`src/rtl/multicycle_mainfsm_if.sv`:
```
// -----------------------------------------------------------------------------
// multicycle_mainfsm_if
// Control bundle between the multicycle main FSM and the datapath.
//   slave  : the FSM side (consumes decode/flag inputs, drives strobes/selects)
//   master : the datapath/environment side
// Signals:
//   op[6:0], funct3[2:0]      instruction fields from IR
//   Zero, Lt                  ALU flags
//   MemReady                  memory access completes this cycle
//   PCWrite, AdrSrc, IRWrite, MemWrite, RegWrite, ResultSrc[1:0],
//   ALUSrcA[1:0], ALUSrcB[1:0], ALUOp[1:0]   datapath controls
//   InstrDone                 final-cycle pulse
//   Illegal                   sticky unsupported-opcode flag
//   State[3:0]                current state (debug)
// -----------------------------------------------------------------------------
interface multicycle_mainfsm_if;
    logic [6:0] op;
    logic [2:0] funct3;
    logic       Zero;
    logic       Lt;
    logic       MemReady;
    logic       PCWrite;
    logic       AdrSrc;
    logic       IRWrite;
    logic       MemWrite;
    logic       RegWrite;
    logic [1:0] ResultSrc;
    logic [1:0] ALUSrcA;
    logic [1:0] ALUSrcB;
    logic [1:0] ALUOp;
    logic       InstrDone;
    logic       Illegal;
    logic [3:0] State;

    modport slave (
        input  op, funct3, Zero, Lt, MemReady,
        output PCWrite, AdrSrc, IRWrite, MemWrite, RegWrite, ResultSrc,
               ALUSrcA, ALUSrcB, ALUOp, InstrDone, Illegal, State
    );

    modport master (
        output op, funct3, Zero, Lt, MemReady,
        input  PCWrite, AdrSrc, IRWrite, MemWrite, RegWrite, ResultSrc,
               ALUSrcA, ALUSrcB, ALUOp, InstrDone, Illegal, State
    );
endinterface

```
`src/rtl/multicycle_mainfsm.sv`:
```
// -----------------------------------------------------------------------------
// multicycle_mainfsm
// Main control FSM of the multicycle RV32I core. Steps each instruction
// through its state sequence and drives the shared-datapath selects and
// write strobes, including the branch-qualified PCWrite.
// Ports:
//   clk    core clock
//   reset  asynchronous, active-high reset
//   bus    multicycle_mainfsm_if.slave (decode inputs, flags, MemReady,
//          all datapath controls, InstrDone, Illegal, State)
// Parameters:
//   HAS_MEM_READY  1: MemReady honoured; 0: MemReady treated as always 1
// -----------------------------------------------------------------------------
module multicycle_mainfsm #(
    parameter bit HAS_MEM_READY = 1'b1
) (
    input logic                 clk,
    input logic                 reset,
    multicycle_mainfsm_if.slave bus
);

    typedef enum logic [3:0] {
        FETCH    = 4'd0,
        DECODE   = 4'd1,
        MEMADR   = 4'd2,
        MEMREAD  = 4'd3,
        MEMWB    = 4'd4,
        MEMWRITE = 4'd5,
        EXECR    = 4'd6,
        EXECI    = 4'd7,
        ALUWB    = 4'd8,
        BRANCH   = 4'd9,
        JAL      = 4'd10,
        JALR     = 4'd11,
        LUI      = 4'd12,
        ILLEGAL  = 4'd13
    } state_e;

    state_e state_q, state_d;
    logic   illegal_q;
    logic   mem_rdy;
    logic   taken;

    logic       pc_write, ir_write, mem_write, reg_write, instr_done;
    logic       adr_src;
    logic [1:0] result_src, alu_src_a, alu_src_b, alu_op;

    assign mem_rdy = HAS_MEM_READY ? bus.MemReady : 1'b1;

    // Branch condition; unsupported funct3 values simply fall through.
    always_comb begin
        case (bus.funct3)
            3'b000:  taken = bus.Zero;
            3'b001:  taken = ~bus.Zero;
            3'b100:  taken = bus.Lt;
            default: taken = 1'b0;
        endcase
    end

    always_comb begin
        state_d = FETCH;
        case (state_q)
            FETCH:    state_d = mem_rdy ? DECODE : FETCH;
            DECODE: begin
                case (bus.op)
                    7'b0000011,
                    7'b0100011: state_d = MEMADR;
                    7'b0110011: state_d = EXECR;
                    7'b0010011: state_d = EXECI;
                    7'b1100011: state_d = BRANCH;
                    7'b1101111: state_d = JAL;
                    7'b1100111: state_d = JALR;
                    7'b0110111: state_d = LUI;
                    default:    state_d = ILLEGAL;
                endcase
            end
            // op[5] separates sw (0100011) from lw (0000011).
            MEMADR:   state_d = bus.op[5] ? MEMWRITE : MEMREAD;
            MEMREAD:  state_d = mem_rdy ? MEMWB : MEMREAD;
            MEMWB:    state_d = FETCH;
            MEMWRITE: state_d = mem_rdy ? FETCH : MEMWRITE;
            EXECR:    state_d = ALUWB;
            EXECI:    state_d = ALUWB;
            ALUWB:    state_d = FETCH;
            BRANCH:   state_d = FETCH;
            JALR:     state_d = JAL;
            JAL:      state_d = ALUWB;
            LUI:      state_d = FETCH;
            ILLEGAL:  state_d = ILLEGAL;
            default:  state_d = FETCH;
        endcase
    end

    // Illegal is set on the transition into ILLEGAL so it is already high
    // in the first ILLEGAL cycle; only reset clears it.
    always_ff @(posedge clk or posedge reset) begin
        if (reset) begin
            state_q   <= FETCH;
            illegal_q <= 1'b0;
        end else begin
            state_q <= state_d;
            if (state_d == ILLEGAL)
                illegal_q <= 1'b1;
        end
    end

    always_comb begin
        pc_write   = 1'b0;
        ir_write   = 1'b0;
        mem_write  = 1'b0;
        reg_write  = 1'b0;
        instr_done = 1'b0;
        adr_src    = 1'b0;
        result_src = 2'b00;
        alu_src_a  = 2'b00;
        alu_src_b  = 2'b00;
        alu_op     = 2'b00;
        case (state_q)
            FETCH: begin
                alu_src_b  = 2'b10;
                result_src = 2'b10;
                ir_write   = mem_rdy;
                pc_write   = mem_rdy;
            end
            DECODE: begin
                alu_src_a = 2'b01;
                alu_src_b = 2'b01;
            end
            MEMADR: begin
                alu_src_a = 2'b10;
                alu_src_b = 2'b01;
            end
            MEMREAD: begin
                adr_src = 1'b1;
            end
            MEMWB: begin
                result_src = 2'b01;
                reg_write  = 1'b1;
                instr_done = 1'b1;
            end
            MEMWRITE: begin
                adr_src    = 1'b1;
                mem_write  = 1'b1;
                instr_done = mem_rdy;
            end
            EXECR: begin
                alu_src_a = 2'b10;
                alu_op    = 2'b10;
            end
            EXECI: begin
                alu_src_a = 2'b10;
                alu_src_b = 2'b01;
                alu_op    = 2'b10;
            end
            ALUWB: begin
                reg_write  = 1'b1;
                instr_done = 1'b1;
            end
            BRANCH: begin
                alu_src_a  = 2'b10;
                alu_op     = 2'b01;
                instr_done = 1'b1;
                pc_write   = taken;
            end
            JALR: begin
                alu_src_a = 2'b10;
                alu_src_b = 2'b01;
            end
            // PC takes the target held in ALUOut while OldPC+4 is computed
            // for the link write in ALUWB.
            JAL: begin
                alu_src_a = 2'b01;
                alu_src_b = 2'b10;
                pc_write  = 1'b1;
            end
            LUI: begin
                result_src = 2'b11;
                reg_write  = 1'b1;
                instr_done = 1'b1;
            end
            default: ;
        endcase
    end

    // Strobes are gated by reset so nothing writes while reset is high,
    // including the instant it rises mid-instruction.
    assign bus.PCWrite   = pc_write   & ~reset;
    assign bus.IRWrite   = ir_write   & ~reset;
    assign bus.MemWrite  = mem_write  & ~reset;
    assign bus.RegWrite  = reg_write  & ~reset;
    assign bus.InstrDone = instr_done & ~reset;
    assign bus.AdrSrc    = adr_src;
    assign bus.ResultSrc = result_src;
    assign bus.ALUSrcA   = alu_src_a;
    assign bus.ALUSrcB   = alu_src_b;
    assign bus.ALUOp     = alu_op;
    assign bus.Illegal   = illegal_q;
    assign bus.State     = state_q;

endmodule
```
`src/flat_wrapper.sv`:
```
// flat-port wrapper written by rule: the top's interface ports become plain ports
module multicycle_mainfsm_flat 
#(
    parameter bit HAS_MEM_READY = 1'b1
)
  (clk, reset, bus_op, bus_funct3, bus_Zero, bus_Lt, bus_MemReady, bus_PCWrite, bus_AdrSrc, bus_IRWrite, bus_MemWrite, bus_RegWrite, bus_ResultSrc, bus_ALUSrcA, bus_ALUSrcB, bus_ALUOp, bus_InstrDone, bus_Illegal, bus_State);
  multicycle_mainfsm_if bus_i ();
  input logic clk;
  input logic reset;
  input wire logic [$bits(bus_i.op)-1:0] bus_op;
  input wire logic [$bits(bus_i.funct3)-1:0] bus_funct3;
  input wire logic [$bits(bus_i.Zero)-1:0] bus_Zero;
  input wire logic [$bits(bus_i.Lt)-1:0] bus_Lt;
  input wire logic [$bits(bus_i.MemReady)-1:0] bus_MemReady;
  output wire logic [$bits(bus_i.PCWrite)-1:0] bus_PCWrite;
  output wire logic [$bits(bus_i.AdrSrc)-1:0] bus_AdrSrc;
  output wire logic [$bits(bus_i.IRWrite)-1:0] bus_IRWrite;
  output wire logic [$bits(bus_i.MemWrite)-1:0] bus_MemWrite;
  output wire logic [$bits(bus_i.RegWrite)-1:0] bus_RegWrite;
  output wire logic [$bits(bus_i.ResultSrc)-1:0] bus_ResultSrc;
  output wire logic [$bits(bus_i.ALUSrcA)-1:0] bus_ALUSrcA;
  output wire logic [$bits(bus_i.ALUSrcB)-1:0] bus_ALUSrcB;
  output wire logic [$bits(bus_i.ALUOp)-1:0] bus_ALUOp;
  output wire logic [$bits(bus_i.InstrDone)-1:0] bus_InstrDone;
  output wire logic [$bits(bus_i.Illegal)-1:0] bus_Illegal;
  output wire logic [$bits(bus_i.State)-1:0] bus_State;
  assign bus_i.op = bus_op;
  assign bus_i.funct3 = bus_funct3;
  assign bus_i.Zero = bus_Zero;
  assign bus_i.Lt = bus_Lt;
  assign bus_i.MemReady = bus_MemReady;
  assign bus_PCWrite = bus_i.PCWrite;
  assign bus_AdrSrc = bus_i.AdrSrc;
  assign bus_IRWrite = bus_i.IRWrite;
  assign bus_MemWrite = bus_i.MemWrite;
  assign bus_RegWrite = bus_i.RegWrite;
  assign bus_ResultSrc = bus_i.ResultSrc;
  assign bus_ALUSrcA = bus_i.ALUSrcA;
  assign bus_ALUSrcB = bus_i.ALUSrcB;
  assign bus_ALUOp = bus_i.ALUOp;
  assign bus_InstrDone = bus_i.InstrDone;
  assign bus_Illegal = bus_i.Illegal;
  assign bus_State = bus_i.State;
  multicycle_mainfsm #(.HAS_MEM_READY(HAS_MEM_READY)) u_core (.clk(clk), .reset(reset), .bus(bus_i));
endmodule
```
`config.mk`:
```
export PLATFORM = sky130hd
export DESIGN_NAME = multicycle_mainfsm_flat
export DESIGN_NICKNAME = d
export VERILOG_FILES = /design/src/rtl/multicycle_mainfsm_if.sv /design/src/rtl/multicycle_mainfsm.sv /design/src/flat_wrapper.sv
export SDC_FILE = /design/constraint.sdc
export NUM_CORES = 1
export LEC_CHECK = 0
export ABC_AREA = 1
export CORE_UTILIZATION = 30
export DETAILED_ROUTE_END_ITERATION = 12
export GPL_ROUTABILITY_DRIVEN = 0
export PLACE_DENSITY = 0.67
export SLEW_MARGIN = 20
export SYNTH_ARGS = -nofsm -noshare
export SYNTH_HDL_FRONTEND = slang
export SYNTH_SLANG_ARGS = --single-unit
```
`constraint.sdc`:
```
create_clock -name clk -period 1.1 [get_ports clk]
set_input_delay 0.165 -clock clk [delete_from_list [all_inputs] [get_ports clk]]
set_output_delay 0.165 -clock clk [all_outputs]
set_load 0.05 [all_outputs]
```
==> impl_metrics.ini, run 1 <==
[floorplan]
die_y_um = 47.9
num_io_pins = 34
initial_core_util_pct = 32.2
rows = 16
die_x_um = 47.9

[synthesis]
syn-mean-instance-area_um2 = 5.49
ys.flop_type = dfrtp_1
synth_top_area_share_pct = 19.8
netlist_top_cells_area = dfrtp_1 (20%), nand2_1 (17%), nor2_1 (14%)
async_flop_share_pct = 100
synth_nets = 130
syn_area_um2 = 632
synth_area_leader_cell = dfrtp_1
synth-edff-count = 0
seq_area_frac_synth_pct = 19.8
synth-seq-cells = 5
synth_cells = 115
synth.most_common_cell = nand2_1
ys_warn_count = 0
synth_common_cells = nand2_1 (29), nor2_1 (24), inv_1 (21)
ys_types = 19

[cts]
numCtsBuffers = 3
ctsHoldBuffers = 0
cts_max_path_buffers = 2
cts_root_buffer = clkbuf_4
cts_sinks = 5
htreeDepth = 1

[global_route]
grt_max_degree = 6
antenna_found_initial = 0

[placed_design]
placed_cells = 212
portBuffers = 33
hpwl_um = 2290
preCtsSetupSlack_ns = -0.555

[sta]
worst_endpoint = bus_PCWrite
worstEpCategory = primary output

[outcome]
lastStage = global routing (5_1_grt)
status = aborted with a tool error
tool.error = [ERROR DPL-0033] detailed placement checks failed during check placement.
-- timing repair --
action	in CTS
resized for setup	22
pin swaps	7
endpoints found under the setup margin	23
setup buffers	10
-- stage by stage --
stage | hold WS (ns) | TNS, ns | area (µm²)
after floorplan | -0.0566 | -6.90 | 779
after global placement | 0.507 | -5.71 | 1610
after detailed placement | 0.518 | -6.65 | 1610
after CTS | 0.446 | -10.50 | 1830
-- cells by family after synthesis --
kind of cell	Yosys count	synth area share, %
buffers and inverters	25	14.9
AND/OR/NAND/NOR	72	51.9
XOR/XNOR	1	1.39
flip-flops	5	19.8
AO/OA/AOI/OAI	12	12.1
==> inputs of run 2 (changes only) <==
--- a/config.mk
+++ b/config.mk
@@ -6,10 +6,11 @@
 export NUM_CORES = 1
 export LEC_CHECK = 0
 export ABC_AREA = 1
-export CORE_UTILIZATION = 30
+export CORE_AREA = 2 2 63 65
 export DETAILED_ROUTE_END_ITERATION = 12
+export DIE_AREA = 0 0 65 67
 export GPL_ROUTABILITY_DRIVEN = 0
-export PLACE_DENSITY = 0.67
+export PLACE_DENSITY_LB_ADDON = 0.15
 export SLEW_MARGIN = 20
 export SYNTH_ARGS = -nofsm -noshare
 export SYNTH_HDL_FRONTEND = slang
==> constraint.sdc (replaced) <==
create_clock -name clk -period 1.4 [get_ports clk]
set_input_delay 0.21 -clock clk [delete_from_list [all_inputs] [get_ports clk]]
set_output_delay 0.21 -clock clk [all_outputs]
set_load 0.05 [all_outputs]
==> run 2 against run 1 <==
The flow now finishes, with violations (negative setup slack). Synthesized cell count unchanged. Synthesized area unchanged.
==> impl_metrics.ini, run 2 <==
[synthesis]
syn-mean-instance-area_um2 = 5.49
ys_types = 19
seq_area_frac_synth_pct = 19.8
synth.most_common_cell = nand2_1
synth_top_area_share_pct = 19.8
ys_warn_count = 0
async_flop_share_pct = 100
synth_common_cells = nand2_1 (29), nor2_1 (24), inv_1 (21)
synth_area_leader_cell = dfrtp_1
synth-edff-count = 0
synth_cells = 115
ys.flop_type = dfrtp_1
synth-seq-cells = 5
synth_nets = 130
netlist_top_cells_area = dfrtp_1 (20%), nand2_1 (17%), nor2_1 (14%)
syn_area_um2 = 632

[sta]
fmax_mhz = 573
slew_viol_final = 0
setup_violations = 18
fin_crit_ns = 1.75
hold_violations = 0
fin_skew_ns = 0.00144
relSlewSlack_pct = 81.5
worstMarginPinSlew_ns = 0.276
finalCritPeriodShare_pct = 125
rsz0062_at_grt = true
setup_tns_ns = -3.80
fin_ws_ns = -0.346

[floorplan]
num_io_pins = 34
initial_core_util_pct = 17.5
die_x_um = 65
dieArea_um2 = 4360
rows = 22
core-area_um2 = 3610
die_y_um = 67

[cts]
numCtsBuffers = 3
htreeDepth = 1
cts_max_path_buffers = 2
worst_skew_pair.late_latency_ns = 0.22
cts_tree = yes
cts_sinks = 5
cts_root_buffer = clkbuf_8
ctsHoldBuffers = 0
path_clk_slew_ns = 0.04

[finish]
drive_above_1_share_pct = 58.3
antenna_cells = 0
layout_commonest_cell = buf_4
nNetsFinal = 208
register_area_um2 = 133
multi_input_area_um2 = 622
fin_area_um2 = 1810
syn2layout_area_growth_pct = 186
final_cell_mix = buf_4 (34), nand2_1 (24), buf_12 (19)
fill_cells = 352
largest_reg_flops = 4

[job]
maxCapViolations = 0

[global_route]
grt_first_pass_wirelength_um = 4000
antenna_found_initial = 0
grt_usage_pct = 11.4
grt_overflow = 0
grt_pass1_vias = 964
grt_max_degree = 7

[detailed_routing]
firstDrtPassIters = 4
vias = 941
via_per_inst = 3.92
wl_per_cell_um = 9.92
drt-initial-drc-count = 15
final_antenna_net_count = 0
drc = 0
routed_wl_um = 2380

[setup_path]
arrival_ns = 1.54
worstSetupPathType = register to output pin
startpoint_type = register
worstPathMaxFanout = 5
crit_required_ns = 1.19
end_kind = output pin

[placed_design]
portBuffers = 33
placed_cell_area_um2 = 1570
preCtsSetupSlack_ns = -0.292
hpwl_um = 1980

[pwr]
power.total_mw = 3.55
cellPowerDensity_nw_per_um2 = 1970
p_leak_nw = 0.819
vdd_drop_max_mv = 0.417

[outcome]
status = finished, violations left
violations = negative setup slack

[hold_path]
hp-class = input port to async pin
## run 2: cell counts after synthesis
Identical to the previous run, type by type.
## run 2: worst paths after layout
check	startpoint	endpoint	slack, ns	depth (start not counted)
setup / recovery	u_core.bus.State[2]	bus_InstrDone	-0.35	7
hold / removal	reset	u_core.bus.Illegal	0.40	3
setup reg to reg	u_core.bus.State[1]	u_core.bus.Illegal	-0.15	11
hold reg to reg	u_core.bus.Illegal	u_core.bus.Illegal	0.53	2
max in group asynchronous	reset	u_core.bus.State[1]	0.80	3
min in group clk	u_core.bus.Illegal	u_core.bus.Illegal	0.53	2
## run 2: layer usage
metal	vias up	part of all wire, %	global-route usage [%]	routed length, µm
met2	21	57	22.4	1360
met5	-	0	0	0
met1	413	40	13.3	946
li1	507	-	-	-
met4	0	0	1.60	0
met3	0	3.2	1.52	77
## run 2: cells by family after synthesis
group / after synthesis / synth area share [%]
AO/OA/AOI/OAI: 12 / 12.1
XOR/XNOR: 1 / 1.39
buffers and inverters: 25 / 14.9
flip-flops: 5 / 19.8
AND/OR/NAND/NOR: 72 / 51.9
## run 2: where the power goes
group          internal (mW)  switching [mW]  total (mW)
clock network          0.195          0.0664       0.262
registers              0.194          0.0615       0.256
logic                   1.46            1.58        3.03
total                   1.85            1.71        3.55
## run 2: critical path, stage by stage, from the launching register on
cell and delay [ns]:
dfrtp_2 0.45, buf_6 0.14, nor2_4 0.17, buf_4 0.16
nor2_2 0.04, nor2_2 0.13, a21oi_4 0.08, buf_12 0.15
## run 2: timing repair
action                     4_1_cts  5_1_grt
setup endpoints to repair       16       19
setup buffers                    7        5
gates resized for setup         14       17
pin swaps                       11       16
## run 2: metrics by stage
stage               hold slack [ns]  util, %  cells
floorplan                   -0.0117        -    115
global placement              0.504     43.6    227
detailed placement            0.512     43.6    227
CTS                           0.410     47.5    237
global route                  0.438     50.1    240
finish                        0.400     50.1    240
## run 2: layout make-up
| type | count | area share, % |
|---|---|---|
| tap | 48 | 3.33 |
| multi-input combinational | 85 | 34.4 |
| timing repair buffer | 73 | 46.6 |
| sequential | 5 | 7.35 |
| clock buffer | 4 | 2.49 |
| inverter | 25 | 5.82 |
Power figures use the tool's default switching activity.
==> inputs of run 3 (changes only) <==
--- a/config.mk
+++ b/config.mk
@@ -6,11 +6,11 @@
 export NUM_CORES = 1
 export LEC_CHECK = 0
 export ABC_AREA = 1
-export CORE_AREA = 2 2 63 65
+export CORE_AREA = 5 5 66 68
 export DETAILED_ROUTE_END_ITERATION = 12
-export DIE_AREA = 0 0 65 67
+export DIE_AREA = 0 0 71 73
 export GPL_ROUTABILITY_DRIVEN = 0
-export PLACE_DENSITY_LB_ADDON = 0.15
+export PLACE_DENSITY = 0.39
 export SLEW_MARGIN = 20
 export SYNTH_ARGS = -nofsm -noshare
 export SYNTH_HDL_FRONTEND = slang
==> run 3 against run 2 <==
The flow still finishes with violations (negative setup slack). First-iteration DRC count shrank 27%. Setup slack got worse by 0.014 ns. Largest cell class unchanged. Largest power group unchanged. Global-route usage down 1.5 points. Sequential share of layout area shrank 0.19 points. Critical endpoint is now bus_PCWrite. Highest routed layer is now met4. Critical path depth unchanged. Clock skew up 0.0012 ns. Power is 3.2% higher.
==> impl_metrics.ini, run 3 (synthesized netlist as in run 2, its figures left out) <==
[outcome]
status = finished, violations left
violations = negative setup slack

[setup_path]
path_buf_inv = 2
reg2reg_slack_ns = -0.15
cp_common_cell = nor2_4
r2r_end = u_core.bus.Illegal
worstSetupPathType = register to output pin
arrival_ns = 1.55
worstPathMaxFanout = 6
slowest_stage = dfrtp_2
reg2regPathDepth = 10
cpPeakStageDelay_ns = 0.44
startpoint_type = register
cp-startpoint = u_core.bus.State[2]
critical-path-top-delay-family = simple AND/OR/NAND/NOR gates
path_cells = buf_6 > nor2_4 > nand2_4 > nor2_4 > nor2_2 > a21oi_4 > buf_12
reg2reg_from = u_core.bus.State[2]
crit_required_ns = 1.19
end_kind = output pin

[placed_design]
hpwl_um = 2180
placed_cells = 233
portBuffers = 33
preCtsSetupSlack_ns = -0.268

[floorplan]
die_y_um = 73
core-area_um2 = 3800
dieArea_um2 = 5180
rows = 23
initial_core_util_pct = 16.6
num_io_pins = 34
die_x_um = 71

[global_route]
grt_first_pass_wirelength_um = 4190
grt_overflow = 0
grt_max_degree = 7
grt_usage_pct = 9.93
antenna_found_initial = 0
grt_pass1_vias = 968

[cts]
cts_max_path_buffers = 2
cts_tree = yes
cts_sinks = 5
htreeDepth = 1
worst_skew_pair.late_latency_ns = 0.22
numCtsBuffers = 3
path_clk_slew_ns = 0.03
cts_root_buffer = clkbuf_8

[finish]
layout_commonest_cell = buf_4
finalNonFillerCells = 244
largest_reg_flops = 4
final_util_pct = 48.8
final_cell_mix = buf_4 (31), nand2_1 (23), buf_12 (20)
antenna_cells = 0
nNetsFinal = 210
drive_above_1_share_pct = 59.8
syn2layout_area_growth_pct = 193

[sta]
relSlewSlack_pct = 81.6
worstMarginPinSlew_ns = 0.274
fin_crit_ns = 1.76
finalCritPeriodShare_pct = 126
fin_skew_ns = 0.00264
slew_viol_final = 0
fin_ws_ns = -0.361
setup_tns_ns = -3.89
fmax_mhz = 568
hold_violations = 0
rsz0062_at_grt = true
setup_violations = 19

[hold_path]
hp-class = input port to async pin

[pwr]
p_leak_nw = 0.857
power.total_mw = 3.67
vdd_drop_max_mv = 0.467
cellPowerDensity_nw_per_um2 = 1980

[detailed_routing]
drt-initial-drc-count = 11
routed_wl_um = 2520
drc = 0
final_antenna_net_count = 0
wl_per_cell_um = 10.3
firstDrtPassIters = 4
vias = 994
via_per_inst = 4.07

[job]
maxCapViolations = 0
run 3: cell count changes in the layout (fill, tap and decap cells not counted), moves of 2 or more:
cell / delta
buf_4: -3
dlygate4sd2_1: -2
inv_4: +2
buf_6: +4
run 3: stage by stage:
step,area [µm²],hold WS [ns]
after floorplan,758,-0.0117
after global placement,1600,0.508
after detailed placement,1600,0.515
after CTS,1750,0.421
after global routing,1850,0.453
final,1850,0.416
run 3: worst max-delay path by stage:
stage | endpoint | slack (ns) | depth (start not counted)
final | bus_PCWrite | -0.36 | 7
after global routing | bus_PCWrite | -0.46 | 7
after CTS | bus_PCWrite | -0.42 | 6
after detailed placement | bus_PCWrite | -0.27 | 7
after global placement | bus_PCWrite | -0.22 | 7
after floorplan | bus_ALUSrcB[0] | -0.80 | 6
run 3: area by class of cell:
type,instances,area [µm²]
sequential,5,133
timing repair buffer,75,888
multi-input combinational,85,621
inverter,25,105
tap,50,62.6
clock buffer,4,45.0
fill,392,1940
run 3: repair_timing:
| item | 4_1_cts | 5_1_grt |
|---|---|---|
| hold buffers | 0 | 0 |
| pin swaps | 6 | 12 |
| resized for setup | 15 | 20 |
| setup buffers | 4 | 5 |
| endpoints found under the setup margin | 17 | 19 |
run 3: layer usage:
metal | global-route usage, % | up-vias | part of all wire [%] | wire length, µm
li1 | - | 519 | - | -
met1 | 11.0 | 443 | 41 | 1030
met2 | 18.7 | 30 | 53 | 1330
met3 | 2.34 | 2 | 6.1 | 153
met4 | 2.92 | 0 | 0.28 | 7
met5 | 0 | - | 0 | 0
run 3: worst min-delay path, stage by stage:
cell and delay (ns):
clkdlybuf4s50_1 0.42, buf_4 0.18, inv_1 0.19
run 3: where the power goes:
| part | internal [mW] | switching (mW) |
|---|---|---|
| combinational | 1.56 | 1.60 |
| sequential | 0.194 | 0.0544 |
| clock | 0.195 | 0.0622 |
